`src/rtl/rx_ten_eight_if.sv`:
```
// rx_ten_eight_if - signal bundle for the rx_ten_eight UART receiver.
//
// Signals:
//   en        receiver enable (0 holds the receiver idle)
//   baud      clock cycles per bit, 20 bits
//   rx_in     asynchronous serial line, idle high
//   dout      last received data byte
//   rx_d      last received raw frame {stop, d7..d0, start}
//   rx_valid  one-cycle pulse, good frame received
//   frame_err one-cycle pulse, stop bit sampled as 0
//   rx_busy   high while a frame is being received
//
// Modports:
//   master  drives en/baud/rx_in, observes the receiver outputs
//   slave   the receiver itself
interface rx_ten_eight_if;
    logic        en;
    logic [19:0] baud;
    logic        rx_in;
    logic [7:0]  dout;
    logic [9:0]  rx_d;
    logic        rx_valid;
    logic        frame_err;
    logic        rx_busy;

    modport master (
        output en, baud, rx_in,
        input  dout, rx_d, rx_valid, frame_err, rx_busy
    );

    modport slave (
        input  en, baud, rx_in,
        output dout, rx_d, rx_valid, frame_err, rx_busy
    );
endinterface

```
`src/rtl/rx_ten_eight.sv`:
```
// rx_ten_eight - UART receive path for 10-bit frames
// (start 0, 8 data bits LSB first, stop 1), bit time set at run time by baud.
//
// Ports:
//   clk   system clock
//   rst   synchronous, active-high reset
//   bus   rx_ten_eight_if.slave: en, baud, rx_in in; dout, rx_d,
//         rx_valid, frame_err, rx_busy out
//
// Parameters:
//   SYNC_STAGES  depth of the rx_in synchronizer chain (2..3)
//
// Build option:
//   RX_MAJORITY_EN  when defined, every bit decision is the majority of the
//                   last three synchronized samples; latency is unchanged.
module rx_ten_eight #(
    parameter int unsigned SYNC_STAGES = 2
) (
    input  logic           clk,
    input  logic           rst,
    rx_ten_eight_if.slave  bus
);

    typedef enum logic [1:0] {
        IDLE,
        START,
        DATA,
        STOP
    } state_t;

    state_t                 state_q, state_d;
    logic [19:0]            cnt_q, cnt_d;
    logic [2:0]             bit_q, bit_d;
    logic [7:0]             sh_q, sh_d;
    logic [7:0]             dout_q, dout_d;
    logic [9:0]             rxd_q, rxd_d;
    logic                   valid_q, valid_d;
    logic                   err_q, err_d;
    logic                   arm_q, arm_d;
    logic [SYNC_STAGES-1:0] sync_q;

    logic                   rx_s;
    logic                   bit_val;
    logic [19:0]            half;
    logic [19:0]            start_pt;
    logic [19:0]            bit_pt;
    logic                   baud_ok;

    // ------------------------------------------------------------------
    // Input synchronizer; flops reset to the idle line level.
    // ------------------------------------------------------------------
    always_ff @(posedge clk) begin
        if (rst) begin
            sync_q <= '1;
        end else begin
            sync_q <= {sync_q[SYNC_STAGES-2:0], bus.rx_in};
        end
    end

    assign rx_s = sync_q[SYNC_STAGES-1];

`ifdef RX_MAJORITY_EN
    // Two previous rx_s values; with the current one they form the
    // three-sample voting window ending on the decision cycle.
    logic [1:0] hist_q;

    always_ff @(posedge clk) begin
        if (rst) begin
            hist_q <= '1;
        end else begin
            hist_q <= {hist_q[0], rx_s};
        end
    end

    assign bit_val = (rx_s & hist_q[0]) | (rx_s & hist_q[1]) | (hist_q[0] & hist_q[1]);
`else
    assign bit_val = rx_s;
`endif

    // ------------------------------------------------------------------
    // Bit timing points.
    // The falling edge is recognised in IDLE one cycle before START is
    // entered, so the start-bit check falls at cnt == half-1: exactly half
    // a bit after detection, which keeps every later sample mid-bit.
    // ------------------------------------------------------------------
    assign half     = bus.baud >> 1;
    assign start_pt = half - 20'd1;
    assign bit_pt   = bus.baud - 20'd1;
    assign baud_ok  = (bus.baud >= 20'd4);

    // ------------------------------------------------------------------
    // State and datapath registers.
    // ------------------------------------------------------------------
    always_ff @(posedge clk) begin
        if (rst) begin
            state_q <= IDLE;
            cnt_q   <= '0;
            bit_q   <= '0;
            sh_q    <= '0;
            dout_q  <= '0;
            rxd_q   <= '0;
            valid_q <= 1'b0;
            err_q   <= 1'b0;
            arm_q   <= 1'b1;
        end else begin
            state_q <= state_d;
            cnt_q   <= cnt_d;
            bit_q   <= bit_d;
            sh_q    <= sh_d;
            dout_q  <= dout_d;
            rxd_q   <= rxd_d;
            valid_q <= valid_d;
            err_q   <= err_d;
            arm_q   <= arm_d;
        end
    end

    // ------------------------------------------------------------------
    // Next-state and datapath logic.
    // arm_q blocks a new start after a framing error until the line has
    // been seen high in IDLE, so a held-low (break) line does not produce
    // a stream of error frames.
    // ------------------------------------------------------------------
    always_comb begin
        state_d = state_q;
        cnt_d   = cnt_q;
        bit_d   = bit_q;
        sh_d    = sh_q;
        dout_d  = dout_q;
        rxd_d   = rxd_q;
        valid_d = 1'b0;
        err_d   = 1'b0;
        arm_d   = arm_q;

        case (state_q)
            IDLE: begin
                cnt_d = '0;
                if (rx_s) begin
                    arm_d = 1'b1;
                end
                if (bus.en && baud_ok && !rx_s && arm_q) begin
                    state_d = START;
                end
            end

            START: begin
                if (!bus.en) begin
                    state_d = IDLE;
                    cnt_d   = '0;
                end else if (cnt_q == start_pt) begin
                    cnt_d = '0;
                    if (!bit_val) begin
                        state_d = DATA;
                        bit_d   = '0;
                    end else begin
                        state_d = IDLE;
                    end
                end else begin
                    cnt_d = cnt_q + 20'd1;
                end
            end

            DATA: begin
                if (!bus.en) begin
                    state_d = IDLE;
                    cnt_d   = '0;
                end else if (cnt_q == bit_pt) begin
                    cnt_d = '0;
                    sh_d  = {bit_val, sh_q[7:1]};
                    bit_d = bit_q + 3'd1;
                    if (bit_q == 3'd7) begin
                        state_d = STOP;
                    end
                end else begin
                    cnt_d = cnt_q + 20'd1;
                end
            end

            STOP: begin
                if (!bus.en) begin
                    state_d = IDLE;
                    cnt_d   = '0;
                end else if (cnt_q == bit_pt) begin
                    cnt_d   = '0;
                    state_d = IDLE;
                    rxd_d   = {bit_val, sh_q, 1'b0};
                    if (bit_val) begin
                        dout_d  = sh_q;
                        valid_d = 1'b1;
                    end else begin
                        err_d = 1'b1;
                        arm_d = 1'b0;
                    end
                end else begin
                    cnt_d = cnt_q + 20'd1;
                end
            end

            default: begin
                state_d = IDLE;
                cnt_d   = '0;
            end
        endcase
    end

    // ------------------------------------------------------------------
    // Outputs.
    // ------------------------------------------------------------------
    assign bus.dout      = dout_q;
    assign bus.rx_d      = rxd_q;
    assign bus.rx_valid  = valid_q;
    assign bus.frame_err = err_q;
    assign bus.rx_busy   = (state_q != IDLE);

endmodule

```
`src/flat_wrapper.sv`:
```
// flat-port wrapper written by rule: the top's interface ports become plain ports
module rx_ten_eight_flat 
#(
    parameter int unsigned SYNC_STAGES = 2
)
  (clk, rst, bus_en, bus_baud, bus_rx_in, bus_dout, bus_rx_d, bus_rx_valid, bus_frame_err, bus_rx_busy);
  rx_ten_eight_if bus_i ();
  input  logic clk;
  input  logic rst;
  input wire logic [$bits(bus_i.en)-1:0] bus_en;
  input wire logic [$bits(bus_i.baud)-1:0] bus_baud;
  input wire logic [$bits(bus_i.rx_in)-1:0] bus_rx_in;
  output wire logic [$bits(bus_i.dout)-1:0] bus_dout;
  output wire logic [$bits(bus_i.rx_d)-1:0] bus_rx_d;
  output wire logic [$bits(bus_i.rx_valid)-1:0] bus_rx_valid;
  output wire logic [$bits(bus_i.frame_err)-1:0] bus_frame_err;
  output wire logic [$bits(bus_i.rx_busy)-1:0] bus_rx_busy;
  assign bus_i.en = bus_en;
  assign bus_i.baud = bus_baud;
  assign bus_i.rx_in = bus_rx_in;
  assign bus_dout = bus_i.dout;
  assign bus_rx_d = bus_i.rx_d;
  assign bus_rx_valid = bus_i.rx_valid;
  assign bus_frame_err = bus_i.frame_err;
  assign bus_rx_busy = bus_i.rx_busy;
  rx_ten_eight #(.SYNC_STAGES(SYNC_STAGES)) u_core (.clk(clk), .rst(rst), .bus(bus_i));
endmodule
```
`config.mk`:
```
export PLATFORM = sky130hd
export DESIGN_NAME = rx_ten_eight_flat
export DESIGN_NICKNAME = d
export VERILOG_FILES = /design/src/rtl/rx_ten_eight_if.sv /design/src/rtl/rx_ten_eight.sv /design/src/flat_wrapper.sv
export SDC_FILE = /design/constraint.sdc
export NUM_CORES = 1
export LEC_CHECK = 0
export ABC_AREA = 1
export BUFFER_PORTS_ARGS = -buffer_cell sky130_fd_sc_hd__buf_2
export CORE_MARGIN = 3
export CORE_UTILIZATION = 54
export DETAILED_ROUTE_END_ITERATION = 8
export PLACE_DENSITY_LB_ADDON = 0.08
export SYNTH_ARGS = -nofsm -noshare
export SYNTH_HDL_FRONTEND = slang
export SYNTH_SLANG_ARGS = --single-unit
```
`constraint.sdc`:
```
create_clock -name clk -period 2.6 [get_ports clk]
set_input_delay 0.65 -clock clk [delete_from_list [all_inputs] [get_ports clk]]
set_output_delay 0.65 -clock clk [all_outputs]
set_load 0.01 [all_outputs]
```
**Word level (Yosys, flattened, before mapping)**

Index checks and enable logic that the tools add are counted.

- Register bits after elaboration: 55
- Bits in latches: 0
- Bits in writable memories: 0
- Memory bits (read-only): 0
- Input port bits: 24
- Output and inout port bits: 21
- Logic and storage cells: 82
- Memories kept: 0

- $add $sub $neg: 4
- Multipliers: 0
- Div/mod/pow operators: 0
- Magnitude comparators: 1
- Eq/ne operators: 20
- Shifts and indexed selects: 0
- Muxes and demuxes: 28
- Bitwise operators: 3
- Reduce and logical (&&, ||, !) cells: 16

Operators by type and width:

| kind | number |
|---|---|
| 2-to-1 mux 20 bit | 4 |
| case mux 20 bit (3 select lines) | 1 |
| == test 20 bit | 2 |
| adder 20 x 1 -> 20 bit, second input constant | 1 |
| >= comparator 20 x 3 -> 1 bit, second input constant | 1 |
| subtractor 19 x 1 -> 20 bit, second input constant | 1 |
| subtractor 20 x 1 -> 20 bit, second input constant | 1 |
| 2-to-1 mux 2 bit | 9 |
| 2-to-1 mux 3 bit | 5 |
| != test 3 x 2 -> 1 bit, second input constant | 4 |
| != test 2 x 1 -> 1 bit, second input constant | 5 |
| != test 2 bit, second input constant | 5 |
| AND reduction 5 bit | 2 |
| case mux 2 bit (4 select lines) | 1 |
| 2-to-1 mux 1 bit | 6 |
| case mux 3 bit (2 select lines) | 1 |
| AND reduction 3 bit | 2 |
| AND reduction 6 bit | 1 |
| nonzero test 2 bit | 3 |
| == test 2 bit, second input constant | 2 |
| AND reduction 4 bit | 1 |
| OR reduction 4 bit | 1 |
| adder 3 x 1 -> 3 bit, second input constant | 1 |
| == test 3 bit, second input constant | 1 |
| other kinds (7) | 11 |

**Longest topological paths before layout**

Gate-level depths: netlist (run 1).

- Word-level depth: 6
- Mapped depth: 19
- Depth with buffers taken out: 19

**Least setup slack after synthesis (run 1)**

Ideal clock, no wire load.

- Kind: input port to flip-flop
- From: in bus_baud[1]
- To: reg u_core.rxd_q[6] (netlist: u_core.bus.rx_d[6])
- Setup time: 115 ps
- Arrival: 2,480 ps
- Data required time: 2,485 ps
- Path slack: 5 ps
- Stages: 17
- Buffers on the path: 1
- Cells stage by stage: inv_1 ha_1 inv_1 nor2_1 nand2_1 nor2_4 nand2_1 nand3_1 nand2_1 nor2_1 nand2_1 nor2_2 nand2_4 nor2_8 buf_6 a21oi_1 o21a_1

- Cells in the longest elaborated chain, start to end: 3

Ends and longest elaborated chain:

| what | RTL line | RTL |
|---|---|---|
| from (decl) | flat_wrapper.sv:11 | `input wire logic [$bits(bus_i.baud)-1:0] bus_baud;` |
| subtractor 20 x 1 -> 20 bit | rx_ten_eight.sv:88 | `assign bit_pt = bus.baud - 20'd1;` |
| == test 20 bit | rx_ten_eight.sv:183 | `end else if (cnt_q == bit_pt) begin` |
| AND reduction 3 bit (no line) | - |  |
| to (signal assigned) | rx_ten_eight.sv:111 | `rxd_q <= rxd_d;` |
| to (decl) | rx_ten_eight.sv:36 | `logic [9:0] rxd_q, rxd_d;` |

No other way between the ends.
A chain may end at the register's enable or synchronous reset.

**Final worst setup path (run 1)**

- From: in bus_baud[1]
- To: reg u_core.dout_q[1] (netlist: u_core.bus.dout[1])

- Cells in the longest elaborated chain, start to end: 3

Ends and longest elaborated chain:

| what | RTL line | RTL |
|---|---|---|
| subtractor 20 x 1 -> 20 bit | rx_ten_eight.sv:88 |  |
| == test 20 bit | rx_ten_eight.sv:183 |  |
| AND reduction 4 bit (no line) | - |  |
| to (signal assigned) | rx_ten_eight.sv:110 | `dout_q <= dout_d;` |
| to (decl) | rx_ten_eight.sv:35 | `logic [7:0] dout_q, dout_d;` |

No other way between the ends.

==> results.md, run 1 <==
* Final setup violation count at 0
* Die height at around 97 um
* Via count at a little under 5,000
* Cells after Synth at about 730
* GRT Util Overall at about a quarter
* Yosys warnings at 0
* CP Max Fanout at 6
* Synthesized area at between 4000 and 5000 um^2
* Core area at 7850 um^2
* Detailed placement HPWL at about 9.7 mm
* TNS Setup at 0 ps
* TritonCTS Buffers at 5
* Routed WL at between 10 and 15 mm
* Peak Freq at about 390 MHz
* Share of the yosys chip area belonging to registers at about a quarter
* Pwr Density at ~360 nW/um^2
* Final period util at between 90% and 100%
* Final Max Tran Viols at 0
* Least-Margin Pin Slew at between 500 and 600 ps
* Die ar. at 9330 um^2
* Worst-path clk slew at 100 ps
* Vias in the first global route at around 4,200
* CTS Hold Bufs at 0
* Clock Path Buffers at 2
* Antenna Cells at 0
* Gpl congestion at about 1
* Critical Path End Type: flip-flop
* Most common cell after layout, fill and taps aside: nand2_1
* Count of final hold-check violations at 0
* Final #Nets at 851
* Detail Route Antenna Nets at 0
* Critical Path Start Type: input pin
* Remaining DRCs at 0
* Worst Hold Class: reg -> reg
* Leak Pwr at 2.74 nW
* WS Path Type: in -> reg
* First-pass GRT wire length at 19.3 mm
* Area Overhead vs Synth at 20.4%
* Slew margin rel. at around 65%
* Commonest non-fill, non-tap cells in the layout: 229 x nand2_1, 101 x inv_1, 89 x nor2_1
* Width of the die at ~97 um
* H-tree lvl count at 2
* VDD IR-drop max at just under 0.0003 V
* Synth cell types at 41
* Yosys reg bits at 55
* Top cells by area, synth: dfxtp_1 25%, nand2_1 20%, inv_1 8.8%
* Share of layout cells above drive strength 1 at approximately 21%
* Final Skew at ~6.5 ps
* Clock root buffer: clkbuf_8
* Pin count of the biggest net entering global routing at 29
* Drt via density at about 5.2
* Initial Utilization at a little under three fifths
* Post-synth top area cell: dfxtp_1
* Avg WL per Cell at approximately 13 um
* Row cnt at 32
* First drt pass iteration count at 5
* Critical path arrival at approximately 2700 ps
* Gr ovfl total at 0
* Max-cap viol count at 0
* TritonCTS clock tree: yes
* Status: complete, no violations
* Initial antenna violation count at 0
* IO buf count at 43
* Period minus WS final at roughly 2500 ps
* DR iter-0 viols at 307
* Yosys top cell area share at between 20% and 30%
* Worst skew pair latency at ~300 ps
* Final core occ at ~70%
* Mean Syn Cell Area at just over 6 um^2
* Clock sink count at 55
* I/O Pins at 45
* Mapped Nets at around 760
* CP required at about 2800 ps
area by class of cell:
| type | count | area (um^2) |
|---|---|---|
| flip-flops and latches | 55 | 1100 |
| multi-input cells | 547 | 2890 |
| inverters | 108 | 408 |
| clock inverters | 3 | 20.0 |
| repair buffers | 105 | 722 |
| well taps | 102 | 128 |
| fillers | 763 | 2510 |
| clock buffers | 5 | 68.8 |
state kept, by name, indices dropped and copies added, names as in the netlist:
signal	count
u_core.sync_q	2
u_core.bus.rx_d	9
u_core.cnt_q	20
u_core.bit_q	3
u_core.bus.frame_err	1
u_core.arm_q	1
u_core.bus.rx_valid	1
u_core.bus.dout	8
u_core.sh_q	8
u_core.state_q	2
metal layers:
layer  up-vias  global-route usage [%]  routed length [um]
li1       2462                       -                   -
met1      2167                    34.9                5470
met2       154                    43.7                5830
met3        22                    4.57                 714
met4         0                    8.18                 278
met5         -                       0                   0
per-stage QoR:
stage	setup slack, ps	total power, mW	std cells	cell area, um^2	hold WS, ps
2_1_floorplan	5.47	1.27	728	4430	389
3_3_place_gp	-220	1.41	906	5070	390
3_5_place_dp	-348	1.42	906	5070	396
4_1_cts	19.4	1.88	914	5160	422
5_1_grt	-39.4	2.01	925	5330	429
6_report	59.4	1.90	925	5330	420
power by group:
group / total (mW) / switching (mW) / internal, mW
Clock: 0.467 / 0.279 / 0.188
Sequential: 0.883 / 0.0204 / 0.863
Combinational: 0.554 / 0.359 / 0.196
Total: 1.90 / 0.658 / 1.25
cell usage after synthesis:
library cell	instances
a211oi_1	7
a211oi_2	1
a21oi_1	10
a21oi_2	2
a21oi_4	1
a31oi_1	6
and3b_1	1
buf_2	3
buf_4	3
buf_6	4
clkbuf_1	8
clkinv_1	2
conb_1	1
dfxtp_1	55
ha_1	5
inv_1	104
inv_2	2
nand2_1	231
nand2_2	4
nand2_4	5
nand3_1	69
nand3_2	1
nand3b_1	4
nand3b_2	1
nand4_1	14
nor2_1	93
nor2_2	6
nor2_4	17
nor2_8	1
nor3_1	9
nor3_2	2
nor4_1	2
o211a_1	3
o211ai_1	1
o21a_1	6
o21ai_0	9
o31ai_1	1
or2_2	2
xnor2_1	8
xnor3_1	1
xor2_1	23
logic make-up after synthesis:
logic type,Yosys count,synth area share [%]
simple gates,462,48.1
buf+inv,126,11.7
other cells,1,0.0846
flops,55,24.9
compound gates,47,7.26
fa+ha+maj,5,1.41
xor+xnor,32,6.64
what timing repair did:
action,4_1_cts,5_1_grt
setup endpoints to repair,7,51
gates resized for setup,2,21
pin swaps,0,20
setup buffers,0,11
critical path, stage by stage:
cell and delay, ps:
buf_2 120, inv_4 80, ha_4 140, nand2_1 90, buf_4 160, nor2_4 150, buf_4 140, nand2_1 60
nand2_1 60, nand2_1 50, nor2_1 120, nor2_1 60, nand2_1 100, nor2_4 50, nand2_4 110, nor2_8 70
buf_4 160, buf_4 150, a21oi_2 140, nor3_2 60
path summary, 6_finish.rpt:
kind	from	end	slack, ps	cells past startpoint
worst max-delay path	bus_baud[1]	u_core.bus.dout[1]	60	20
worst min-delay path	u_core.sync_q[0]	u_core.sync_q[1]	420	1
worst max register to register	u_core.cnt_q[2]	u_core.cnt_q[19]	360	11
worst min register to register	u_core.sync_q[0]	u_core.sync_q[1]	420	1
Note: power is estimated with default switching activity, not from simulation.
==> run 2, diff against run 1 <==
- CORE_ASPECT_RATIO: not set -> 1.4
- REMOVE_ABC_BUFFERS: not set -> 1
==> results.md, run 2 (synthesis results as in run 1) <==
* TritonCTS Buffers at 5 (unchanged)
* Gr ovfl total at 0 (unchanged)
* Sw power at 689 uW (+4.7%)
* Initial Utilization at 56.5% (about the same)
* CP peak stage delay at 210 ps (+50 ps)
* Die ar. at 9340 um^2 (+0.17%)
* Share of layout cells above drive strength 1 at 21.1% (+0.33 points)
* WS Path Type: in -> reg
* Fin area at 5390 um^2 (+1.0%)
* CP Max Fanout at 6 (unchanged)
* Slew margin rel. at 55.8% (-8.8 points)
* H-tree lvl count at 2 (unchanged)
* Seq pwr share at 43.2% (-3.2 points)
* Period minus WS final at 2460 ps (-80.5 ps)
* Final core occ at 68.7% (+0.72 points)
* Final Skew at 10.1 ps (+3.66 ps)
* Fin worst setup slack at 140 ps (+80.5 ps)
* Pin count of the biggest net entering global routing at 29 (unchanged)
* Area after DPL at 5170 um^2 (+2.0%)
* Final Max Tran Viols at 0 (unchanged)
* IO buf count at 43 (unchanged)
* VDD IR-drop max at 0.000799 V (+180%)
* Sw Ratio at 33.6% (-0.93 points)
* Comb power frac at 29.1% (about the same)
* I/O Pins at 45 (unchanged)
* Placement Setup Slack at -281 ps (+67.7 ps)
* Drt via density at 5.13 (-1.2%)
* First-pass GRT wire length at 20.0 mm (+3.3%)
* Worst path slowest cell: nor2_4
* Gpl congestion at 0.948 (-7.2%)
* Power Internal at 1.36 mW (+9.2%)
* Critical path arrival at 2680 ps (-40 ps)
* Max-cap viol count at 0 (unchanged)
* Avg WL per Cell at 13.4 um (+1.1%)
* DR iter-0 viols at 276 (-10%)
* Detail Route Antenna Nets at 0 (unchanged)
* Area Overhead vs Synth at 21.6%
* First drt pass iteration count at 5 (unchanged)
* Fillcell total at 714 (-6.4%)
* Final setup violation count at 0 (unchanged)
* Register Area at 1100 um^2 (unchanged)
* Commonest non-fill, non-tap cells in the layout: 228 x nand2_1, 102 x inv_1, 91 x nor2_1
* TritonCTS clock tree: yes
* Most common cell after layout, fill and taps aside: nand2_1
* Status: complete, no violations
* Clock root buffer: clkbuf_8
* Remaining DRCs at 0 (unchanged)
* Critical Path End Type: flip-flop
* Final #Nets at 857 (+0.71%)
* Worst Hold Class: reg -> reg
* Max reg flops at 20 (unchanged)
* Worst skew pair latency at 320 ps (+20 ps)
* Core area at 7850 um^2 (about the same)
* Via count at 4,766 (-0.81%)
* Width of the die at 82.6 um (-15%)
* Detailed placement HPWL at 10.1 mm (+3.6%)
* CTS Hold Bufs at 0 (unchanged)
* Clock Path Buffers at 2 (unchanged)
* Die height at 113 um (+17%)
* Row cnt at 38 (+19%)
* Final period util at 94.6% (-3.1 points)
* Most flop-heavy register: u_core.cnt_q
* GRT Util Overall at 27.2% (+0.83 points)
* CP required at 2820 ps (+40 ps)
* Multi-input gate area at 2890 um^2 (about the same)
* CP cell instances: buf_2 -> buf_4 -> nor2_4 -> nand2_4 -> nor2_4 -> nand3_1 -> nand2_1 -> nand2_1 -> nor2_2 -> nand3_2 -> nor2_4 -> nand2_4 -> buf_12 -> a21oi_4 -> nand3_1 -> nand2_1 -> nor2_1
* Routed WL at 12.5 mm (+1.5%)
* Worst-path clk slew at 100 ps (about the same)
* Critical Path Start Type: input pin
* Vias in the first global route at 4,560 (+7.5%)
* Peak Freq at 406 MHz (+3.3%)
* Clk network pwr share at 27.7% (+3.2 points)
* Leak Pwr at 2.81 nW (+2.2%)
* Count of final hold-check violations at 0 (unchanged)
* Hold slack at 427 ps (+7.05 ps)
* Power Total at 2.05 mW (+7.6%)
* Antenna Cells at 0 (unchanged)
* Initial antenna violation count at 0 (unchanged)
* Pwr Density at 380 nW/um^2 (+6.5%)
* Least-Margin Pin Slew at 661 ps (+129 ps)
* Clock sink count at 55 (unchanged)
-- run 2: changes by cell type in the layout (fill, tap and decap cells not counted), sizes merged --
cell	previous run	this run
clkinvlp	2	0
bufinv	0	1
buf	105	110
clkinv	3	4
nand2	240	241
-- run 2: area by class of cell --
class / instances / share of cell area (%)
clock buffers: 5 / 1.28
multi-input cells: 548 / 53.6
clock inverters: 3 / 0.813
inverters: 108 / 7.52
flip-flops and latches: 55 / 20.4
well taps: 100 / 2.32
repair buffers: 110 / 14.0
-- run 2: path summary, 6_finish.rpt --
path,start,end,slack [ps],cells after the start
setup reg to reg,u_core.cnt_q[2],u_core.cnt_q[19],320,11
setup / recovery,bus_baud[2],u_core.bit_q[0],140,17
hold / removal,u_core.sync_q[0],u_core.sync_q[1],430,1
hold reg to reg,u_core.sync_q[0],u_core.sync_q[1],430,1
-- run 2: worst max-delay path: cells and delay by family --
family	cells	cell delay, ps
and+or+nand+nor	13	1430
buffers and inverters	3	400
AOI/OAI and AO/OA	1	200
-- run 2: power by group through the flow --
stage	clock, mW	sequential (mW)	combinational (mW)
after global placement	0	0.904	0.522
after floorplan	0	0.900	0.347
after global routing	0.603	0.889	0.669
final	0.569	0.885	0.596
after CTS	0.580	0.885	0.535
after detailed placement	0	0.904	0.531
-- run 2: through the flow --
stage	std cells	setup TNS [ps]
final	929	0
after global routing	929	-13.5
after CTS	924	0
after detailed placement	916	-10470
after global placement	916	-7650
after floorplan	710	-525
-- run 2: what timing repair did --
item | in CTS | in global routing
setup endpoints to repair | 0 | 44
setup buffers | 0 | 4
resized for setup | 0 | 16
-- run 2: metal layers --
layer / up-vias / track usage, % / wire length, um
met5: - / 0 / 0
met4: 0 / 10.8 / 369
met3: 21 / 2.15 / 515
met2: 121 / 49.8 / 6530
met1: 2160 / 31.6 / 5070
li1: 2464 / - / -
